===== config.mk =====
export PLATFORM = sky130hd
export DESIGN_NAME = fetch_pc_unit
export DESIGN_NICKNAME = d
export VERILOG_FILES = /design/src/rtl/fetch_pc_unit_pkg.sv /design/src/rtl/fetch_pc_unit_pc_next_sel.sv /design/src/rtl/fetch_pc_unit.sv
export SDC_FILE = /design/constraint.sdc
export NUM_CORES = 1
export LEC_CHECK = 0
export ABC_AREA = 1
export CAP_MARGIN = 20
export CORE_AREA = 2 2 123 125
export DETAILED_ROUTE_END_ITERATION = 8
export DIE_AREA = 0 0 125 127
export PLACE_DENSITY = 0.9
export SYNTH_ARGS = -nofsm -noshare
export SYNTH_HDL_FRONTEND = slang
export SYNTH_SLANG_ARGS = --single-unit

===== constraint.sdc =====
create_clock -name clk -period 4.17 [get_ports clk]
set_input_delay 0.834 -clock clk [delete_from_list [all_inputs] [get_ports clk]]
set_output_delay 0.834 -clock clk [all_outputs]
set_load 0.02 [all_outputs]

===== src/rtl/fetch_pc_unit_pkg.sv =====
// fetch_pc_unit_pkg: fetch FSM encodings, reset/exception vectors and PC helpers.
package fetch_pc_unit_pkg;
    typedef enum logic [1:0] {
        FS_IDLE  = 2'd0,
        FS_ADDR  = 2'd1,
        FS_DATA  = 2'd2,
        FS_VALID = 2'd3
    } fetch_state_e;

    localparam logic [31:0] RESET_PC_DEFAULT = 32'hBFC0_0000;
    localparam logic [31:0] EXC_VEC_GENERAL  = 32'hBFC0_0380;

    function automatic logic [31:0] pc_plus4(input logic [31:0] pc);
        return pc + 32'd4;
    endfunction
endpackage


===== src/rtl/fetch_pc_unit_pc_next_sel.sv =====
// pc_next_sel: next-PC priority at a consume: live redirect, latched redirect, then sequential.
module pc_next_sel
    import fetch_pc_unit_pkg::*;
(
    input  logic        redir_req_i,
    input  logic [31:0] redir_tgt_i,
    input  logic        redir_valid_i,
    input  logic [31:0] redir_pc_i,
    input  logic [31:0] pc_i,
    output logic [31:0] next_pc_o
);
    assign next_pc_o = redir_req_i ? redir_tgt_i : redir_valid_i ? redir_pc_i : pc_plus4(pc_i);
endmodule


===== src/rtl/fetch_pc_unit.sv =====
// fetch_pc_unit: MIPS fetch stage owning the PC, driving the inst_* SRAM-like port,
// preserving the branch delay slot and handling exception flushes.
module fetch_pc_unit
    import fetch_pc_unit_pkg::*;
#(
    parameter logic [31:0] RESET_PC = RESET_PC_DEFAULT
) (
    input  logic        clk,
    input  logic        rst,
    input  logic        stall_f,
    input  logic        branch_taken_d,
    input  logic [31:0] branch_target_d,
    input  logic        jump_d,
    input  logic [31:0] jump_target_d,
    input  logic        flush_exc,
    input  logic [31:0] exc_pc,
    output logic        inst_req,
    output logic [31:0] inst_addr,
    input  logic        inst_addr_ok,
    input  logic        inst_data_ok,
    input  logic [31:0] inst_rdata,
    output logic [31:0] pc_f,
    output logic [31:0] inst_f,
    output logic        inst_valid_f
);
    fetch_state_e state_q, state_d;
    logic [31:0]  pc_q, pc_d, inst_q, inst_d, redir_pc_q, redir_pc_d, redir_tgt, next_pc;
    logic         redir_valid_q, redir_valid_d, discard_q, discard_d, redir_req;

    assign redir_req = !stall_f && (branch_taken_d || jump_d);
    assign redir_tgt = jump_d ? jump_target_d : branch_target_d;

    pc_next_sel u_pc_next_sel (
        .redir_req_i   (redir_req),
        .redir_tgt_i   (redir_tgt),
        .redir_valid_i (redir_valid_q),
        .redir_pc_i    (redir_pc_q),
        .pc_i          (pc_q),
        .next_pc_o     (next_pc)
    );

    always_comb begin
        state_d       = state_q;
        pc_d          = pc_q;
        inst_d        = inst_q;
        discard_d     = discard_q;
        redir_valid_d = redir_valid_q || redir_req;
        redir_pc_d    = redir_req ? redir_tgt : redir_pc_q;
        case (state_q)
            FS_IDLE: begin
                state_d = FS_ADDR;
                pc_d    = flush_exc ? exc_pc : pc_q;
            end
            FS_ADDR: begin
                if (flush_exc && !inst_addr_ok) begin
                    pc_d          = exc_pc;
                    redir_valid_d = 1'b0;
                end else if (inst_addr_ok) begin
                    state_d = FS_DATA;
                    if (flush_exc) begin
                        discard_d     = 1'b1;
                        redir_valid_d = 1'b1;
                        redir_pc_d    = exc_pc;
                    end
                end
            end
            FS_DATA: begin
                if (flush_exc) begin
                    discard_d     = 1'b1;
                    redir_valid_d = 1'b1;
                    redir_pc_d    = exc_pc;
                end
                // A word returning for a flushed fetch is dropped and fetch restarts at the handler
                if (inst_data_ok && (discard_q || flush_exc)) begin
                    state_d       = FS_ADDR;
                    pc_d          = flush_exc ? exc_pc : redir_pc_q;
                    discard_d     = 1'b0;
                    redir_valid_d = redir_req && !flush_exc;
                    redir_pc_d    = redir_tgt;
                end else if (inst_data_ok) begin
                    state_d = FS_VALID;
                    inst_d  = inst_rdata;
                end
            end
            FS_VALID: begin
                if (flush_exc || !stall_f) begin
                    state_d       = FS_ADDR;
                    pc_d          = flush_exc ? exc_pc : next_pc;
                    redir_valid_d = 1'b0;
                end
            end
        endcase
    end

    always_ff @(posedge clk) begin
        if (rst) begin
            state_q       <= FS_IDLE;
            pc_q          <= RESET_PC;
            inst_q        <= '0;
            redir_valid_q <= 1'b0;
            redir_pc_q    <= '0;
            discard_q     <= 1'b0;
        end else begin
            state_q       <= state_d;
            pc_q          <= pc_d;
            inst_q        <= inst_d;
            redir_valid_q <= redir_valid_d;
            redir_pc_q    <= redir_pc_d;
            discard_q     <= discard_d;
        end
    end

    assign inst_req     = state_q == FS_ADDR;
    assign inst_addr    = pc_q;
    assign pc_f         = pc_q;
    assign inst_f       = inst_q;
    assign inst_valid_f = state_q == FS_VALID;
endmodule

==> flow_summary.json, run 1 <==
{
  "status": "completed",
  "cts-resized-gates": 0,
  "rsz0062_at_grt": "no",
  "final_max_slew_viol_count": 0,
  "synthToLayoutAreaGrowth_pct": 32.6,
  "final_util": 0.682,
  "yosysUniqueCellTypes": 36,
  "multi_input_area_um2": 4580,
  "power_density_nw_per_um2": 531,
  "crit_fanout": 30,
  "grt_pass1_vias": 8846,
  "fin_setup_tns_ps": 0,
  "ctsLongestPathBuffers": 2,
  "reg2reg_slack_ps": 1390,
  "cp_slowest_cell": "inv_2",
  "io_buffers": 233,
  "antenna_found_initial": 0,
  "synth_most_common_cell": "nand2_1",
  "cts_hold_buf": 0,
  "cts_made_buffers": 9,
  "diodes": 0,
  "slowest_delay_ps": 460,
  "vias": 9412,
  "syn_nets": 1404,
  "max_slew.worst_pin.slew_ps": 1060,
  "die_w_um": 125,
  "setup_viol": 0,
  "synth.area.top_cells": "dfxtp_1 27%, nand2_1 16%, nor2_1 11%",
  "gp_congestion": 0.922,
  "htreeDepth": 3,
  "finalClockSkew_ps": 8.66,
  "grt_max_degree": 73,
  "dp_slack_ps": 1200,
  "yosysTopAreaCell": "dfxtp_1",
  "final_nets": 1559,
  "async_reset_ff_frac": 0,
  "path_buf_inv": 4,
  "drive_gt1_frac": 0.0380,
  "placed_cell_area_um2": 9550,
  "die_h_um": 127,
  "postSynthCellCount": 1261,
  "drt_iter0_drc": 1273,
  "synthesis.area_um2": 7420,
  "synth.top_cells.by_count": "316 x nand2_1, 216 x nor2_1, 139 x o21ai_0",
  "syn_avg_cell_area_um2": 5.88,
  "finalPower_mw": 5.22,
  "worstSetupEndpointType": "flip-flop",
  "start_kind": "flip-flop",
  "synth_edf_count": 0,
  "antenna_left": 0,
  "num_rows": 44,
  "grt_pass1_wl_um": 43000,
  "via_per_inst": 5.86,
  "fp.dieArea_um2": 15900,
  "timing.final.hold_violations": 0,
  "seqCellArea_um2": 2000,
  "fin_crit_sh": 0.668,
  "synth_top_flop_cell": "dfxtp_1",
  "cts_root_buffer": "clkbuf_16",
  "clk_pin_slew_ps": 80,
  "required_ps": 4460,
  "track_usage": 0.328,
  "cts.sinks": 100,
  "cts_setup_buffers": 0,
  "io_pins": 234,
  "fin_cells": 1605,
  "insertion_delay_ps": 370,
  "arrival_ps": 3080,
  "yosys.area.top_type_share": 0.270,
  "first_pass_iters": 7,
  "start_util": 0.514,
  "slew_headroom": 0.295,
  "ys_ff_latch": 100,
  "whs_ps": 498,
  "path_class": "flip-flop to flip-flop",
  "grt_overflow": 0,
  "path_cells": "inv_1 -> ha_1 -> buf_4 -> inv_2 -> a21oi_1 -> a21oi_4 -> nand2_2 -> inv_2 -> o21ai_0 -> a21oi_1",
  "vdd_drop_max_v": 0.000424,
  "final_cell_area_um2": 9840,
  "placedCellCount": 1589,
  "routedWlPerCell_um": 16.6,
  "ys_seq_area_frac": 0.270,
  "fillers": 1294,
  "core_area_um2": 14400,
  "hold_path.class": "flip-flop to flip-flop",
  "max_cap_violations": 0,
  "dp_hpwl_um": 18300,
  "final.min_clock_period_ps": 2780,
  "cts_tree": "built",
  "power.leakage_nw": 4.10,
  "yosys_warnings": 0,
  "critical_path.top_delay_family": "buffers and inverters",
  "max_freq_ghz": 0.359,
  "post-route-drc-count": 0,
  "wl_um": 26600,
  "layout_setup_ws_ps": 1390
}
==> report_power, final <==
part | internal [mW] | total [mW] | switching [mW]
logic | 1.11 | 2.85 | 1.74
clock network | 0.422 | 0.864 | 0.442
registers | 1.18 | 1.51 | 0.328
==> worst reg2reg max path, cell delays in order, from the launching register on <==
cell     delay, ps
dfxtp_1        420
inv_1          110
ha_1           210
buf_4          190
inv_2          470
a21oi_1        210
a21oi_4        230
nand2_2        110
inv_2          410
o21ai_0        160
a21oi_1        190
==> path summary, 6_finish.rpt <==
kind	start	endpoint	depth (start not counted)
setup / recovery	state_q[0]	inst_addr[17]	10
hold / removal	discard_q	discard_q	2
setup reg to reg	state_q[0]	inst_addr[17]	10
hold reg to reg	discard_q	discard_q	2
==> placed cells by master (no fill, tap or decap), types with 5 or more instances in the layout <==
| master | synthesis | final |
|---|---|---|
| nor2_1 | 216 | 216 |
| mux2i_1 | 28 | 28 |
| inv_2 | 5 | 5 |
| o22ai_1 | 19 | 19 |
| nand3b_1 | 15 | 15 |
| nor3_1 | 7 | 7 |
| o21bai_1 | 5 | 5 |
| o21ai_0 | 139 | 139 |
| clkbuf_16 | 0 | 9 |
| or2_2 | 6 | 6 |
| clkdlybuf4s50_1 | 0 | 231 |
| buf_4 | 34 | 17 |
| nand2_1 | 316 | 316 |
| a21oi_1 | 106 | 106 |
| ha_1 | 7 | 7 |
| dfxtp_1 | 100 | 100 |
| o21ai_1 | 13 | 13 |
| nand3_1 | 74 | 74 |
| inv_1 | 72 | 72 |
==> cell type report <==
| class | instances | area share |
|---|---|---|
| Multi-Input combinational cell | 978 | 0.465 |
| Timing Repair Buffer | 250 | 0.249 |
| Sequential cell | 100 | 0.203 |
| Inverter | 77 | 0.0294 |
| Tap cell | 184 | 0.0234 |
| Clock buffer | 9 | 0.0229 |
| Clock inverter | 7 | 0.00661 |
==> kinds of logic after synthesis <==
kind of cell	after synthesis	share of synthesized area
adders and majority gates	7	0.0118
buffers and inverters	183	0.113
muxes	28	0.0378
AOI/OAI and AO/OA	294	0.209
and+or+nand+nor	644	0.353
xor gates and xnor gates	5	0.00590
DFF	100	0.270
==> metal layers <==
layer  vias to the layer above  track usage  share of wire
li1                       4411            -              -
met1                      4221        0.409           0.38
met2                       694        0.544           0.45
met3                        86       0.0850           0.14
met4                         0        0.131          0.032
met5                         -            0              0
==> registers in the layout, indices dropped and copies added (netlist names) <==
signal	flops
inst_addr	32
inst_f	32
redir_pc_q	32
state_q	2
discard_q	1
redir_valid_q	1
Power figures use the tool's default switching activity.
==> run 2, diff against run 1 <==
--- a/config.mk
+++ b/config.mk
@@ -7,10 +7,10 @@
 export LEC_CHECK = 0
 export ABC_AREA = 1
 export CAP_MARGIN = 20
-export CORE_AREA = 2 2 123 125
+export CORE_AREA = 2 2 135 137
 export DETAILED_ROUTE_END_ITERATION = 8
-export DIE_AREA = 0 0 125 127
-export PLACE_DENSITY = 0.9
+export DIE_AREA = 0 0 137 139
+export PLACE_DENSITY = 0.8
 export SYNTH_ARGS = -nofsm -noshare
 export SYNTH_HDL_FRONTEND = slang
 export SYNTH_SLANG_ARGS = --single-unit
==> constraint.sdc (replaced) <==
create_clock -name clk -period 2.5 [get_ports clk]
set_input_delay 0.5 -clock clk [delete_from_list [all_inputs] [get_ports clk]]
set_output_delay 0.5 -clock clk [all_outputs]
set_load 0.02 [all_outputs]
==> flow_summary.json, run 2 (synthesized netlist as in run 1, its figures left out) <==
{
  "track_usage": 0.291,
  "grt_pass1_vias": 8731,
  "grt_max_degree": 49,
  "final_util": 0.571,
  "multi_input_area_um2": 4580,
  "dp_slack_ps": 219,
  "die_h_um": 139,
  "vdd_drop_max_v": 0.000475,
  "io_buffers": 233,
  "path_class": "flip-flop to primary output",
  "status": "completed",
  "clkPwrFrac": 0.168,
  "sequentialPowerShare": 0.279,
  "max_slew.worst_pin.slew_ps": 779,
  "fp.dieArea_um2": 19000,
  "drt_iter0_drc": 1078,
  "post-route-drc-count": 0,
  "max_cap_violations": 0,
  "max_freq_ghz": 0.433,
  "final.min_clock_period_ps": 2310,
  "finalClockSkew_ps": 6.70,
  "gp_congestion": 0.921,
  "htreeDepth": 3,
  "final_common_cell": "nand2_1",
  "cts_root_buffer": "clkbuf_16",
  "clk_pin_slew_ps": 70,
  "insertion_delay_ps": 360,
  "drive_gt1_frac": 0.0508,
  "cts_tree": "built",
  "synthToLayoutAreaGrowth_pct": 35.9,
  "power_switching_mw": 4.22,
  "dp_hpwl_um": 19700,
  "fin_cells": 1667,
  "antenna_left": 0,
  "seqCellArea_um2": 2000,
  "power.leakage_nw": 4.20,
  "cts_hold_buf": 0,
  "slew_headroom": 0.480,
  "power_frac_comb": 0.554,
  "power_density_nw_per_um2": 890,
  "cts_made_buffers": 9,
  "path_cells": "inv_1 -> ha_1 -> clkdlybuf4s50_1",
  "r2r_start": "inst_addr[2]",
  "sw_frac_of_total": 0.470,
  "via_per_inst": 5.58,
  "start_kind": "flip-flop",
  "crit_fanout": 5,
  "grt_overflow": 0,
  "io_pins": 234,
  "setup_viol": 0,
  "core_area_um2": 17700,
  "vias": 9310,
  "cts.sinks": 100,
  "whs_ps": 507,
  "grt_pass1_wl_um": 44400,
  "fin_setup_tns_ps": 0,
  "diodes": 0,
  "critPathLaunch": "state_q[1]",
  "cts_setup_buffers": 0,
  "layout_setup_ws_ps": 189,
  "fillers": 1679,
  "rsz0062_at_grt": "no",
  "fin_crit_sh": 0.924,
  "die_w_um": 137,
  "wl_um": 27900,
  "final_max_slew_viol_count": 0,
  "first_pass_iters": 6,
  "timing.final.hold_violations": 0,
  "hold_path.class": "flip-flop to flip-flop",
  "start_util": 0.420,
  "worstSetupEndpointType": "primary output",
  "arrival_ps": 1810,
  "routedWlPerCell_um": 16.7,
  "antenna_found_initial": 0,
  "internal-power_mw": 4.76,
  "slowest_delay_ps": 670,
  "ctsLongestPathBuffers": 2,
  "final_nets": 1576,
  "cp_slowest_cell": "clkdlybuf4s50_1",
  "most-common-layout-cells": "316 x nand2_1, 231 x clkdlybuf4s50_1, 216 x nor2_1",
  "required_ps": 2000,
  "num_rows": 49,
  "placedCellCount": 1651,
  "min_from": "discard_q"
}
[run 2: path summary, 6_finish.rpt]
check / depth (start not counted) / to / slack [ps]
setup / recovery: 3 / inst_req / 190
hold / removal: 2 / discard_q / 510
setup reg to reg: 14 / inst_addr[18] / 300
hold reg to reg: 2 / discard_q / 510
[run 2: repair_timing]
item                       in CTS  in global routing
setup endpoints to repair       0                  2
hold endpoints to repair        0                  0
resized for setup               0                  2
[run 2: routing by layer]
layer,share of wire,global-route usage
met2,0.45,0.461
met1,0.40,0.380
met3,0.13,0.0841
met5,0,0
met4,0.023,0.0939
[run 2: worst max-delay path: cells and delay by family, from the launching register on]
family,cells,cell delay [ps]
adder cells (fa/ha/maj),1,310
flip-flops,1,340
buffers and inverters,2,810
[run 2: cell type report]
class                   instances  area share
clock buffers                   9      0.0223
well taps                     229      0.0284
inverters                      77      0.0287
multi-input cells             978       0.454
flip-flops and latches        100       0.199
repair buffers                267       0.259
clock inverters                 7     0.00819
[run 2: stage by stage]
stage,power (mW),cell area (µm²)
2_1_floorplan,5.48,7420
3_3_place_gp,7.27,9770
3_5_place_dp,7.36,9770
4_1_cts,8.86,10100
5_1_grt,9.52,10100
6_report,8.98,10100
[run 2: power groups by stage]
stage / clock network [mW] / registers [mW] / logic [mW]
finish: 1.50 / 2.50 / 4.97
global route: 1.58 / 2.55 / 5.39
CTS: 1.51 / 2.47 / 4.87
detailed placement: 0 / 2.51 / 4.85
global placement: 0 / 2.49 / 4.78
floorplan: 0 / 2.61 / 2.88
